## src/rtl/serial_pkg.sv

```systemverilog
// serial_pkg: state encoding and sizing shared by the bit-serial adder.
package serial_pkg;
    typedef enum logic [1:0] {IDLE = 2'd0, RUN = 2'd1, DONE = 2'd2} state_e;
    localparam int DEF_WIDTH = 16;
    function automatic int cnt_w(input int w);
        return w < 2 ? 1 : $clog2(w);
    endfunction
endpackage

```

## src/rtl/serial_adder16_fa.sv

```systemverilog
// full_adder_bit: one full-adder cell from two Xor gates and an And/Or majority.
module full_adder_bit (
    input  logic a,
    input  logic b,
    input  logic cin,
    output logic s,
    output logic cout
);
    logic p, g, t;
    xor u_x0 (p, a, b);
    xor u_x1 (s, p, cin);
    and u_a0 (g, a, b);
    and u_a1 (t, p, cin);
    or  u_o0 (cout, g, t);
endmodule

```

## src/rtl/serial_adder16.sv

```systemverilog
// serial_adder16: LSB-first bit-serial adder, one bit per clock through a single full adder.
import serial_pkg::*;
module serial_adder16 #(
    parameter int WIDTH = DEF_WIDTH
) (
    input  logic             clk,
    input  logic             rst_n,
    input  logic             start,
    input  logic [WIDTH-1:0] a,
    input  logic [WIDTH-1:0] b,
    output logic             busy,
    output logic             done,
    output logic [WIDTH-1:0] sum,
    output logic             carry
);
    localparam int CW = cnt_w(WIDTH);
    state_e state_q, state_d;
    logic [WIDTH-1:0] a_q, b_q, sum_q, res_d;
    logic [WIDTH-2:0] res_q;
    logic [CW-1:0] cnt_q;
    logic c_q, carry_q, s, cout, last, load;
    full_adder_bit u_fa (.a(a_q[0]), .b(b_q[0]), .cin(c_q), .s(s), .cout(cout));
    assign last  = cnt_q == CW'(WIDTH - 1);
    assign load  = start && state_q != RUN;
    // res_d is the result register after this cycle's shift; its full width is the finished sum
    assign res_d = {s, res_q};
    assign busy  = state_q == RUN;
    assign done  = state_q == DONE;
    assign sum   = sum_q;
    assign carry = carry_q;
    always_comb begin
        state_d = state_q;
        state_d = state_q == RUN ? (last ? DONE : RUN) : (start ? RUN : IDLE);
    end
    always_ff @(posedge clk or negedge rst_n) begin
        if (!rst_n) begin
            state_q <= IDLE;
            a_q     <= '0;
            b_q     <= '0;
            res_q   <= '0;
            sum_q   <= '0;
            cnt_q   <= '0;
            c_q     <= 1'b0;
            carry_q <= 1'b0;
        end else begin
            state_q <= state_d;
            if (load) begin
                a_q   <= a;
                b_q   <= b;
                c_q   <= 1'b0;
                cnt_q <= '0;
            end else if (state_q == RUN) begin
                a_q   <= a_q >> 1;
                b_q   <= b_q >> 1;
                c_q   <= cout;
                res_q <= res_d[WIDTH-1:1];
                cnt_q <= last ? cnt_q : cnt_q + CW'(1);
                if (last) begin
                    sum_q   <= res_d;
                    carry_q <= cout;
                end
            end
        end
    end
endmodule

```

## config.mk

```make
export PLATFORM = sky130hd
export DESIGN_NAME = serial_adder16
export DESIGN_NICKNAME = d
export VERILOG_FILES = /design/src/rtl/serial_pkg.sv /design/src/rtl/serial_adder16_fa.sv /design/src/rtl/serial_adder16.sv
export SDC_FILE = /design/constraint.sdc
export NUM_CORES = 1
export LEC_CHECK = 0
export ABC_CLOCK_PERIOD_IN_PS = 1800
export BUFFER_PORTS_ARGS = -buffer_cell sky130_fd_sc_hd__buf_2
export CAP_MARGIN = 40
export CORE_MARGIN = 1
export CORE_UTILIZATION = 45
export CTS_BUF_LIST = sky130_fd_sc_hd__clkbuf_8
export CTS_CLUSTER_SIZE = 12
export DETAILED_ROUTE_END_ITERATION = 12
export GPL_ROUTABILITY_DRIVEN = 0
export PLACE_DENSITY = 0.75
export SKIP_LAST_GASP = 1
export SLEW_MARGIN = 30
export SYNTH_ARGS = -nofsm -noshare
export SYNTH_HDL_FRONTEND = slang
export SYNTH_SLANG_ARGS = --single-unit
```

## constraint.sdc

```tcl
create_clock -name clk -period 1.8 [get_ports clk]
set_clock_uncertainty 0.1 [all_clocks]
set_input_delay 0.27 -clock clk [delete_from_list [all_inputs] [get_ports clk]]
set_output_delay 0.27 -clock clk [all_outputs]
set_load 0.01 [all_outputs]
```

==> impl_metrics.py <==
metrics = {
    "synth": {
        "synth_top_area_share": 0.580,
        "synthCells": 266,
        "yosysUniqueCellTypes": 28,
        "synth_top_area_cell": "dfrtp_1",
        "synth_area_leaders": "dfrtp_1 (58%), mux2i_1 (11%), nand2_1 (9.6%)",
        "ys_seq_area_frac": 0.580,
        "synth-seq-cells": 71,
        "syn-num-nets": 303,
        "netlist_area_mm2": 0.00306,
        "syn_avg_cell_area_um2": 11.5,
        "ys_warn_count": 0,
    },
    "route": {
        "via_per_inst": 5.05,
        "drt_iter0_drc": 112,
        "wl_per_cell_um": 13.4,
        "drt-pass1-iter-count": 8,
        "vias": 2052,
        "drcViolationCount": 6,
        "ant_nets": 0,
        "routed_wirelength_mm": 5.46,
    },
    "layout": {
        "fill_cells": 580,
        "layout_common_cells": "nand2_1 (78), dfrtp_1 (71), buf_2 (53)",
        "nets": 361,
        "diodes": 0,
        "syn_to_final_growth_pct": 20.8,
        "final_common_cell": "nand2_1",
        "drive_above_1_share": 0.304,
    },
    "global_route": {
        "grt_max_degree": 72,
        "grt-ovfl-total": 0,
        "grt_pass1_vias": 2111,
        "track_usage": 0.178,
        "antenna_found_initial": 0,
        "grt_first_pass_wirelength_mm": 9.88,
    },
    "pwr": {
        "p_leak_uw": 0.00192,
        "ir_drop_uv": 774,
        "total_power_uw": 6430,
        "cellPowerDensity_mw_per_mm2": 1740,
    },
    "sta": {
        "rsz0062_at_grt": "false",
        "finalHoldViolCount": 0,
        "tightest_slew_ns": 0.371,
        "fin_setup_tns_ns": 0,
        "setup_violations": 0,
        "fin_crit_sh": 0.930,
        "slew_viol_final": 0,
        "fin_crit_ns": 1.67,
        "relSlewSlack": 0.753,
        "max_freq_mhz": 597,
        "setup_ws_ns": 0.126,
    },
    "clock_network": {
        "clk_pin_slew_ns": 0.07,
        "cts.path.max_buffers": 2,
        "numCtsBuffers": 9,
        "post-cts-setup-buffers": 0,
        "htree_levels": 3,
        "cts_tree": "yes",
        "insertion_delay_ns": 0.34,
        "clock_sinks": 71,
        "cts-root-buf": "clkbuf_8",
    },
    "run": {
        "maxCapViolCount": 0,
    },
    "die": {
        "pin_count": 54,
        "die_w_um": 84.5,
        "dieArea_mm2": 0.00714,
        "die_h_um": 84.5,
        "start_util": 0.474,
        "rows": 29,
        "coreArea_mm2": 0.00646,
    },
    "setup_path": {
        "crit_chain": "ha_1, nand3_2, nor2_8, buf_12, mux2_2",
        "critical_path_class": "register to register",
        "startpoint_type": "register",
        "required_ns": 1.92,
        "crit_path_max_incr_delay_ns": 0.40,
        "critPathSlowestCell": "dfrtp_1",
        "critPathBufInv": 1,
        "arrival_ns": 1.80,
        "critPathTopFamily": "flip-flops",
        "crit_fanout": 18,
        "worstSetupEndpointType": "register",
    },
    "outcome": {
        "violations": "DRC",
        "status": "complete, but fails checks",
    },
    "place": {
        "dpl.hpwl_mm": 3.64,
        "dp_slack_ns": 0.152,
        "portBuffers": 53,
    },
    "hold_path": {
        "hold_path.class": "input pin to register",
    },
}
-- flip-flops by register name, indices dropped and copies added (netlist names) --
name     count
a_q         16
b_q         16
sum         16
res_q       15
cnt_q        4
state_q      2
c_q          1
carry        1
-- where the power goes --
group,total (µW),internal (µW),leakage (µW),switching (µW)
Sequential,2680,2270,0.000914,409
Clock,1630,1040,0.000133,586
Combinational,2130,948,0.000872,1180
Total,6430,4260,0.00192,2170
-- per-stage QoR --
| step | util | instances | cell area [µm²] | hold WS [ns] |
|---|---|---|---|---|
| after CTS | 0.572 | 406 | 3690 | 0.0521 |
| after global routing | 0.572 | 406 | 3700 | 0.0570 |
| final | 0.572 | 406 | 3700 | 0.0629 |
| after detailed placement | 0.530 | 389 | 3420 | 0.226 |
| after floorplan | - | 266 | 3060 | -0.126 |
| after global placement | 0.530 | 389 | 3420 | 0.224 |
-- path summary, 6_finish.rpt --
path / startpoint / to / slack, ns / cells past startpoint
max: cnt_q[0] / carry / 0.13 / 5
min: a[15] / a_q[15] / 0.06 / 3
max reg2reg: cnt_q[0] / carry / 0.13 / 5
min reg2reg: a_q[2] / a_q[1] / 0.37 / 2
max in group asynchronous: rst_n / carry / 0.94 / 3
min in group asynchronous: rst_n / sum[6] / 0.37 / 3
-- what timing repair did --
action	CTS	global route
hold endpoints to repair	71	0
endpoints found under the setup margin	0	1
hold buffers	1	0
gates resized for setup	0	2
-- final cells by class --
type / instances / area (µm²) / share of cell area
multi-input combinational: 177 / 1170 / 0.316
tap: 77 / 96.3 / 0.0261
clock inverter: 4 / 98.8 / 0.0267
inverter: 2 / 10.0 / 0.00271
clock buffer: 12 / 165 / 0.0447
sequential: 71 / 1780 / 0.481
timing repair buffer: 63 / 380 / 0.103
-- cells in the mapped netlist --
library cell and count:
mux2_2 9, inv_2 1, nor3_1 2, ha_1 1, and2b_1 1, buf_6 1, clkbuf_1 3, nor2_8 1
fa_1 1, nor2_1 2, inv_1 1, and2_1 2, nand3_2 1, dfrtp_1 71, buf_12 1, mux2i_1 33
nand3b_1 1, o21ai_0 30, buf_2 7, a21oi_1 1, a211oi_1 1, mux2_4 9, a22o_1 1, nand2_1 78
buf_4 4, a41oi_1 1, and4_1 1, nand2b_4 1
-- per-layer routing --
| metal | wire [µm] | global-route usage | part of all wire |
|---|---|---|---|
| met5 | 0 | 0 | 0 |
| met2 | 2580 | 0.272 | 0.47 |
| met3 | 228 | 0.0531 | 0.042 |
| met1 | 2530 | 0.234 | 0.46 |
| met4 | 119 | 0.0878 | 0.022 |
-- kinds of logic (layout without fill, tap and decap cells) --
logic type               count (synthesis)  after routing  share of synthesized area
multiplexers                            51             51                      0.185
AND/OR/NAND/NOR                         90             90                      0.128
flip-flops                              71             71                      0.580
adder cells (fa/ha/maj)                  2              2                     0.0106
buffers and inverters                   18             81                     0.0376
AO/OA/AOI/OAI                           34             34                     0.0588
-- worst min-delay path, cell delays in order --
cell and delay (ns):
buf_2 0.07, mux2i_1 0.05, nor2_1 0.07
No activity file was read; power rests on OpenSTA's default activity.
